--- src/rtl/fifo_read_ctrl_if.sv ---
`default_nettype none
// ============================================================================
// Module      : fifo_read_ctrl_if
// Description : Bundles the FIFO read port (read_req / read_data / EMP) and
//               the downstream valid/ready stream of the read controller.
//               master = controller view, slave = FIFO + consumer view.
// Revision    : 1.0 - initial release
// ============================================================================
interface fifo_read_ctrl_if #(
    parameter int DATA_WIDTH = 8
);
    // FIFO read port
    logic                  read_req;
    logic [DATA_WIDTH-1:0] read_data;
    logic                  EMP;
    // Downstream stream
    logic                  m_valid;
    logic [DATA_WIDTH-1:0] m_data;
    logic                  m_ready;

    modport master (
        output read_req,
        input  read_data,
        input  EMP,
        output m_valid,
        output m_data,
        input  m_ready
    );

    modport slave (
        input  read_req,
        output read_data,
        output EMP,
        input  m_valid,
        input  m_data,
        output m_ready
    );
endinterface
`default_nettype wire

--- src/rtl/fifo_read_ctrl.sv ---
`default_nettype none
// ============================================================================
// Module      : fifo_read_ctrl
// Description : Read-side FIFO controller. Issues read_req when the FIFO has
//               data and there is room for the word, absorbs the FIFO's
//               one-cycle read latency in a 2-entry circular buffer and
//               presents the words downstream as a valid/ready stream.
// Revision    : 1.0 - initial release
// ============================================================================
module fifo_read_ctrl #(
    parameter int DATA_WIDTH = 8,
    parameter int CNT_WIDTH  = 16
) (
    input  wire logic                 clk,
    input  wire logic                 reset,
    input  wire logic                 enable,
    fifo_read_ctrl_if.master          bus,
    output logic [CNT_WIDTH-1:0]      word_count,
    output logic                      busy
);

    localparam logic [1:0] c_OCC_EMPTY = 2'd0;
    localparam logic [2:0] c_DEPTH     = 3'd2;

    // ------------------------------------------------------------------
    // State
    // ------------------------------------------------------------------
    logic                  r_inflight;     // read_req was issued last cycle
    logic [1:0]            r_occ;          // buffered words, 0..2
    logic                  r_head;         // next word to present
    logic                  r_tail;         // next slot to fill
    logic [DATA_WIDTH-1:0] r_buf [2];
    logic [CNT_WIDTH-1:0]  r_word_count;

    // ------------------------------------------------------------------
    // Combinational
    // ------------------------------------------------------------------
    logic                  w_valid;
    logic                  w_pop;
    logic [2:0]            w_level;        // occ + inflight - pop = next occ
    logic                  w_read_req;

    assign w_valid = (r_occ != c_OCC_EMPTY);
    assign w_pop   = w_valid && bus.m_ready;

    // pop implies occ >= 1, so the subtraction never underflows
    assign w_level = {1'b0, r_occ} + {2'b00, r_inflight} - {2'b00, w_pop};

    // A new read is allowed only if its word will find a free slot when it
    // lands next cycle; reset forces the strobe low regardless of inputs.
    assign w_read_req = !reset && enable && !bus.EMP && (w_level < c_DEPTH);

    assign bus.read_req = w_read_req;
    assign bus.m_valid  = w_valid;
    assign bus.m_data   = r_buf[r_head];
    assign word_count   = r_word_count;
    assign busy         = r_inflight || w_valid;

    // Remember whether a word is on its way from the FIFO
    always_ff @(posedge clk or posedge reset) begin
        if (reset) begin
            r_inflight <= 1'b0;
        end else begin
            r_inflight <= w_read_req;
        end
    end

    // Capture the in-flight word at the tail slot and advance the tail
    always_ff @(posedge clk or posedge reset) begin
        if (reset) begin
            r_buf[0] <= '0;
            r_buf[1] <= '0;
            r_tail   <= 1'b0;
        end else if (r_inflight) begin
            r_buf[r_tail] <= bus.read_data;
            r_tail        <= ~r_tail;
        end
    end

    // Advance the head on every downstream transfer
    always_ff @(posedge clk or posedge reset) begin
        if (reset) begin
            r_head <= 1'b0;
        end else if (w_pop) begin
            r_head <= ~r_head;
        end
    end

    // Track occupancy: +1 on capture, -1 on pop, unchanged on both
    always_ff @(posedge clk or posedge reset) begin
        if (reset) begin
            r_occ <= c_OCC_EMPTY;
        end else begin
            r_occ <= w_level[1:0];
        end
    end

    // Count completed downstream transfers, wrapping naturally
    always_ff @(posedge clk or posedge reset) begin
        if (reset) begin
            r_word_count <= '0;
        end else if (w_pop) begin
            r_word_count <= r_word_count + 1'b1;
        end
    end

endmodule
`default_nettype wire

--- src/flat_wrapper.sv ---
// flat-port wrapper written by rule: the top's interface ports become plain ports
module fifo_read_ctrl_flat 
#(
    parameter int DATA_WIDTH = 8,
    parameter int CNT_WIDTH  = 16
)
  (clk, reset, enable, word_count, busy, bus_read_req, bus_read_data, bus_EMP, bus_m_valid, bus_m_data, bus_m_ready);
  fifo_read_ctrl_if #(.DATA_WIDTH(DATA_WIDTH)) bus_i ();
  input  wire logic clk;
  input  wire logic reset;
  input  wire logic enable;
  output logic [CNT_WIDTH-1:0] word_count;
  output logic busy;
  output wire logic [$bits(bus_i.read_req)-1:0] bus_read_req;
  input wire logic [$bits(bus_i.read_data)-1:0] bus_read_data;
  input wire logic [$bits(bus_i.EMP)-1:0] bus_EMP;
  output wire logic [$bits(bus_i.m_valid)-1:0] bus_m_valid;
  output wire logic [$bits(bus_i.m_data)-1:0] bus_m_data;
  input wire logic [$bits(bus_i.m_ready)-1:0] bus_m_ready;
  assign bus_read_req = bus_i.read_req;
  assign bus_i.read_data = bus_read_data;
  assign bus_i.EMP = bus_EMP;
  assign bus_m_valid = bus_i.m_valid;
  assign bus_m_data = bus_i.m_data;
  assign bus_i.m_ready = bus_m_ready;
  fifo_read_ctrl #(.DATA_WIDTH(DATA_WIDTH), .CNT_WIDTH(CNT_WIDTH)) u_core (.clk(clk), .reset(reset), .enable(enable), .bus(bus_i), .word_count(word_count), .busy(busy));
endmodule
--- config.mk ---
export PLATFORM = sky130hd
export DESIGN_NAME = fifo_read_ctrl_flat
export DESIGN_NICKNAME = d
export VERILOG_FILES = /design/src/rtl/fifo_read_ctrl_if.sv /design/src/rtl/fifo_read_ctrl.sv /design/src/flat_wrapper.sv
export SDC_FILE = /design/constraint.sdc
export NUM_CORES = 1
export LEC_CHECK = 0
export CORE_MARGIN = 2
export CORE_UTILIZATION = 30
export DETAILED_ROUTE_END_ITERATION = 12
export SLEW_MARGIN = 0
export SYNTH_ARGS = -nofsm -noshare
export SYNTH_HDL_FRONTEND = slang
export SYNTH_SLANG_ARGS = --single-unit
--- constraint.sdc ---
create_clock -name clk -period 4.4 [get_ports clk]
set_clock_uncertainty 0.15 [all_clocks]
set_input_delay 0.66 -clock clk [delete_from_list [all_inputs] [get_ports clk]]
set_output_delay 0.66 -clock clk [all_outputs]
set_load 0.02 [all_outputs]
==> flow_summary_export.csv, run 1 <==
group,metric,value,unit
cells_and_area,n_fill_cell,497,
floorplanning,die_x,78.8,um
synthesis,ys_warn_count,0,
global_route,grt_pass1_vias,1124,
worst_setup_path,worstSetupEndpointType,"output port",
pwr,finalPower,1.50,mW
timing,finalCritPeriodShare,88.6,%
run,max_cap_violations,0,
cells_and_area,finalNonFillerCells,241,
synthesis,synth_top_family_by_area,"multiplexers",
timing,finalHoldViolCount,0,
clock_network,numCtsBuffers,5,
synthesis,synthXorXnorAreaFrac,9.84,%
cells_and_area,final_common_cell,"clkdlybuf4s50_1",
synthesis,avgSynthCellArea,13.7,um^2
worst_setup_path,worstPathArrival,3090,ps
global_route,track_usage,11.8,%
global_route,grt_first_pass_wirelength,5640,um
worst_hold_path,hp-class,"reg2reg",
cells_and_area,final-seq-area,926,um^2
drt,drc,0,
floorplanning,start_util,30.9,%
global_route,use_met3,4.66,%
floorplanning,core,5440,um^2
global_route,grt_max_degree,38,
clock_network,clk_root_buffer_cell,"clkbuf_8",
synthesis,synth-compound-area-share,0.447,%
clock_network,post_cts_buffers,0,
clock_network,path_clk_slew,70,ps
timing,setup_viol,0,
worst_setup_path,path_class,"in2out",
clock_network,cts_max_level,2,
cells_and_area,final_area,2270,um^2
worst_setup_path,cp_top_family,"buffers and inverters",
worst_setup_path,crit_fanout,2,
worst_setup_path,ff2ff_setup_slack,2210,ps
floorplanning,die_y,78.8,um
worst_setup_path,cp-start-kind,"primary input",
synthesis,yosysSeqAreaShare,55.1,%
clock_network,clock_latency,280,ps
outcome,status,"completed",
drt,antenna_left,0,
timing,fin_crit,3900,ps
timing,max_freq,256,MHz
worst_setup_path,critPathBufInv,3,
synthesis,synthMuxAreaShare,16.8,%
drt,wirelength,3470,um
synthesis,ys_types,24,
drt,dr.pass1.iters,4,
worst_setup_path,worstPathCellList,"clkdlybuf4s50_1 -> o21a_1 -> ha_1 -> inv_1 -> ha_1 -> fa_1 -> nor2_1 -> and4_1 -> clkdlybuf4s50_1",
synthesis,syn_inst,123,
place,hpwl,2540,um
cells_and_area,multiInputGateArea,704,um^2
place,io_buffers,39,
pwr,power_density,661,nW/um^2
clock_network,cts.repair.resized,0,
drt,vias_per_cell,4.45,
timing,relSlewSlack,69.3,%
synthesis,ys_ff_latch,37,
cells_and_area,area_delta_synth_final,35.1,%
worst_setup_path,critical_path.slowest_cell,"clkdlybuf4s50_1",
drt,wire_per_inst,14.4,um
synthesis,synth-adder-area-share,3.43,%
place,dpl-instance-area,2150,um^2
global_route,antenna_found_initial,0,
timing,maxSlewViolCount,0,
synthesis,synth_area,1680,um^2
worst_setup_path,critPathRequiredTime,3590,ps
global_route,met1_usage,14.3,%
synthesis,synthSimpleGateAreaFrac,11.5,%
floorplanning,die-area,6210,um^2
floorplanning,ios,40,
cells_and_area,mostFrequentLayoutCells,"clkdlybuf4s50_1 (39), dfrtp_1 (37), mux2_2 (25)",
cells_and_area,nNetsFinal,185,
cells_and_area,antenna_cells,0,
clock_network,clock_sinks,37,
global_route,grt_overflow_total,0,
timing,worst_pin_slew,461,ps
floorplanning,fp-row-count,27,
timing,rsz0062_at_grt,"false",
worst_setup_path,critPathMaxStageDelay,610,ps
pwr,p_leak,1.01,nW
cells_and_area,final_layout_size_suffix_gt1_share,24.9,%
pwr,peakVddDrop,336,uV
global_route,met2_usage,20.1,%
place,routabilityCongestion,0.749,
synthesis,syn_nets,140,
global_route,top_usage_layer,"met2",
timing,fin_setup_tns,0,ps
clock_network,tritoncts,"yes",
clock_network,clk_path_buf_depth,2,
drt,vias,1073,
clock_network,hold_buffers,0,
drt,drt_iter0_drc,31,
place,place_inst,233,
## routing by layer
metal / vias up / share of wire [%]
met2: 30 / 51
met5: - / 0
met4: 0 / 0.17
met3: 2 / 5.8
li1: 505 / -
met1: 536 / 43
## sequential cells by signal, summed over array words and instances (netlist names)
signal / flops
u_core.r_buf: 16
u_core.word_count: 16
u_core.r_occ: 2
u_core.r_head: 1
u_core.r_inflight: 1
u_core.r_tail: 1
## metrics by stage
stage	worst slack (ps)	util (%)	hold slack, ps
final	501	41.7	352
after global placement	598	39.5	312
after detailed placement	495	39.5	337
after CTS	497	41.7	358
after global routing	340	41.7	371
after floorplan	1410	-	324
## Yosys cell counts, drive strengths merged
library cell	n	share of area, %
ha	3	2.2
xor2	5	2.6
buf	2	1.3
or3	1	0.37
nand4	5	3.5
nand3	5	1.5
nor3	1	0.97
clkbuf	1	0.22
and3	2	0.75
o21a	1	0.45
nor2	4	1.0
or2	1	0.37
xnor2	13	7.2
nand2	7	1.6
mux2	25	17
inv	6	1.3
dfrtp	37	55
and4	2	1.0
fa	1	1.2
and2	1	0.37
## power breakdown
group	internal (mW)	switching (mW)
sequential	0.463	0.115
combinational	0.347	0.271
clock	0.184	0.120
## worst paths after layout
check / start / endpoint / cells after the start
hold / removal: u_core.word_count[9]$_DFFE_PP0P_ / u_core.word_count[9]$_DFFE_PP0P_ / 1
setup reg to reg: u_core.r_occ[1]$_DFF_PP0_ / u_core.r_inflight$_DFF_PP0_ / 7
setup / recovery: bus_m_ready / bus_read_req / 9
max in group asynchronous: reset / u_core.r_buf[3]$_DFFE_PP0P_ / 3
min in group asynchronous: reset / u_core.r_tail$_DFFE_PP0P_ / 3
hold reg to reg: u_core.word_count[9]$_DFFE_PP0P_ / u_core.word_count[9]$_DFFE_PP0P_ / 1
## kinds of logic (layout without fill, tap and decap cells)
family                   Yosys count  count (layout)
AO/OA/AOI/OAI                      1               1
AND/OR/NAND/NOR                   29              29
adder cells (fa/ha/maj)            4               4
XOR/XNOR                          18              18
flip-flops                        37              37
buffers and inverters              9              55
multiplexers                      25              25
## cell type report
type	count	share of cell area (%)
Clock buffer	6	3.64
Clock inverter	2	1.65
Inverter	6	0.993
Multi-Input combinational cell	77	31.1
Sequential cell	37	40.8
Tap cell	72	3.97
Timing Repair Buffer	41	17.9
(Power assumes the default switching activity.)
==> run 2, diff against run 1 <==
--- a/config.mk
+++ b/config.mk
@@ -8,6 +8,7 @@
 export CORE_MARGIN = 2
 export CORE_UTILIZATION = 30
 export DETAILED_ROUTE_END_ITERATION = 12
+export RECOVER_POWER = 100
 export SLEW_MARGIN = 0
 export SYNTH_ARGS = -nofsm -noshare
 export SYNTH_HDL_FRONTEND = slang
==> run 2 against run 1 <==
Against the previous run: the flow now finishes with violations (capacitance limit, slew limit); first-iteration DRC count shrank 19%; non-clock buffer count is the same; die area is the same; wire length is essentially flat; register-to-register slack is essentially flat; design area shrank 0.77%; critical endpoint unchanged; largest power group is now registers.
==> flow_summary_export.csv, run 2 (synthesis results as in run 1) <==
group,metric,value,unit
timing,max_freq,248,MHz
timing,maxSlewViolCount,38,
floorplanning,start_util,30.9,%
pwr,peakVddDrop,327,uV
timing,fin_crit,4040,ps
clock_network,post_cts_buffers,0,
outcome,status,"finished, violations left",
worst_setup_path,critical_path.slowest_cell,"clkdlybuf4s50_1",
worst_setup_path,worstPathArrival,3230,ps
timing,setup_viol,0,
pwr,power_density,648,nW/um^2
worst_setup_path,critPathMaxStageDelay,610,ps
global_route,grt_first_pass_wirelength,5640,um
cells_and_area,nNetsFinal,185,
worst_setup_path,worstSetupEndpointType,"output port",
worst_setup_path,cp_top_family,"buffers and inverters",
global_route,grt_max_degree,38,
timing,finalHoldViolCount,0,
cells_and_area,final_area,2250,um^2
drt,drt_iter0_drc,25,
cells_and_area,finalNonFillerCells,241,
global_route,grt_pass1_vias,1124,
clock_network,cts.repair.resized,0,
drt,dr.pass1.iters,4,
clock_network,tritoncts,"yes",
floorplanning,die-area,6210,um^2
cells_and_area,area_delta_synth_final,34.1,%
clock_network,cts_max_level,2,
timing,relSlewSlack,-30.6,%
cells_and_area,antenna_cells,0,
drt,vias,1080,
floorplanning,die_y,78.8,um
cells_and_area,n_fill_cell,497,
floorplanning,core,5440,um^2
place,io_buffers,39,
place,routabilityCongestion,0.749,
drt,wirelength,3470,um
timing,finalCritPeriodShare,91.7,%
worst_setup_path,worstPathCellList,"dlygate4sd3_1 -> o21a_1 -> ha_1 -> inv_1 -> ha_1 -> fa_1 -> nor2_1 -> and4_1 -> clkdlybuf4s50_1",
worst_setup_path,critPathBufInv,3,
floorplanning,die_x,78.8,um
cells_and_area,final_common_cell,"dfrtp_1",
drt,drc,0,
clock_network,hold_buffers,0,
place,hpwl,2540,um
drt,vias_per_cell,4.48,
global_route,track_usage,11.8,%
clock_network,clock_sinks,37,
cells_and_area,mostFrequentLayoutCells,"dfrtp_1 (37), dlygate4sd3_1 (28), mux2_2 (25)",
drt,wire_per_inst,14.4,um
floorplanning,fp-row-count,27,
drt,antenna_left,0,
global_route,antenna_found_initial,0,
cells_and_area,final_layout_size_suffix_gt1_share,22.5,%
outcome,violations,"capacitance limit, slew limit",
timing,worst_pin_slew,1960,ps
worst_setup_path,critPathRequiredTime,3590,ps
clock_network,clk_root_buffer_cell,"clkbuf_8",
worst_hold_path,hp-class,"reg2reg",
worst_setup_path,crit_fanout,2,
worst_setup_path,path_class,"in2out",
global_route,grt_overflow_total,0,
pwr,p_leak,1.04,nW
timing,fin_setup_tns,0,ps
place,dpl-instance-area,2150,um^2
clock_network,numCtsBuffers,5,
place,place_inst,233,
clock_network,clk_path_buf_depth,2,
run,max_cap_violations,1,
floorplanning,ios,40,
worst_setup_path,cp-start-kind,"primary input",
clock_network,clock_latency,280,ps
clock_network,path_clk_slew,70,ps
timing,rsz0062_at_grt,"false",
worst_setup_path,path_common_cell,"ha_1",
## run 2: cell types whose count changed in the layout (fill, tap and decap cells not counted), sizes merged
cell	delta
clkbuf	+2
dlygate4sd3	+28
clkdlybuf4s50	-28
buf	-2
## run 2: area by class of cell
cell class / count / area [um^2] / area share [%]
tap: 72 / 90.1 / 4.00
inverter: 6 / 22.5 / 1.00
clock inverter: 2 / 37.5 / 1.67
sequential: 37 / 926 / 41.1
clock buffer: 6 / 82.6 / 3.67
multi-input combinational: 77 / 694 / 30.9
timing repair buffer: 41 / 398 / 17.7
## run 2: metal layers
layer | track usage [%] | part of all wire [%]
met1 | 14.3 | 43
met2 | 20.1 | 51
met3 | 4.66 | 5.9
met4 | 2.59 | 0.17
met5 | 0 | 0
## run 2: path summary, 6_finish.rpt
check	from	to	slack (ps)	cells past startpoint
worst max-delay path	bus_m_ready	bus_read_req	360	9
worst min-delay path	u_core.word_count[9]$_DFFE_PP0P_	u_core.word_count[9]$_DFFE_PP0P_	350	1
worst max register to register	u_core.r_occ[1]$_DFF_PP0_	u_core.r_inflight$_DFF_PP0_	2210	7
worst min register to register	u_core.word_count[9]$_DFFE_PP0P_	u_core.word_count[9]$_DFFE_PP0P_	350	1
max in group asynchronous	reset	u_core.r_buf[3]$_DFFE_PP0P_	1560	3
min in group asynchronous	reset	u_core.r_head$_DFFE_PP0P_	1410	3
## run 2: report_power, final
part / switching (mW) / total [mW] / leakage [nW] / internal [mW]
Combinational: 0.268 / 0.577 / 0.511 / 0.309
Clock: 0.120 / 0.304 / 0.0574 / 0.184
Sequential: 0.114 / 0.577 / 0.467 / 0.463
Total: 0.501 / 1.46 / 1.04 / 0.957
## run 2: metrics by stage
stage	hold WS [ps]	setup WS, ps	power [mW]	utilization, %
detailed placement	337	495	1.21	39.5
CTS	358	497	1.52	41.7
global placement	312	598	1.17	39.5
floorplan	324	1410	0.940	-
global route	366	199	1.56	41.4
finish	347	364	1.46	41.4
## run 2: worst reg2reg max path: stages (launching register included)
cell and delay (ps):
dfrtp_1 440, o21a_1 220, ha_1 280, inv_1 40, ha_1 180, fa_1 520
nor2_1 60, and4_1 190
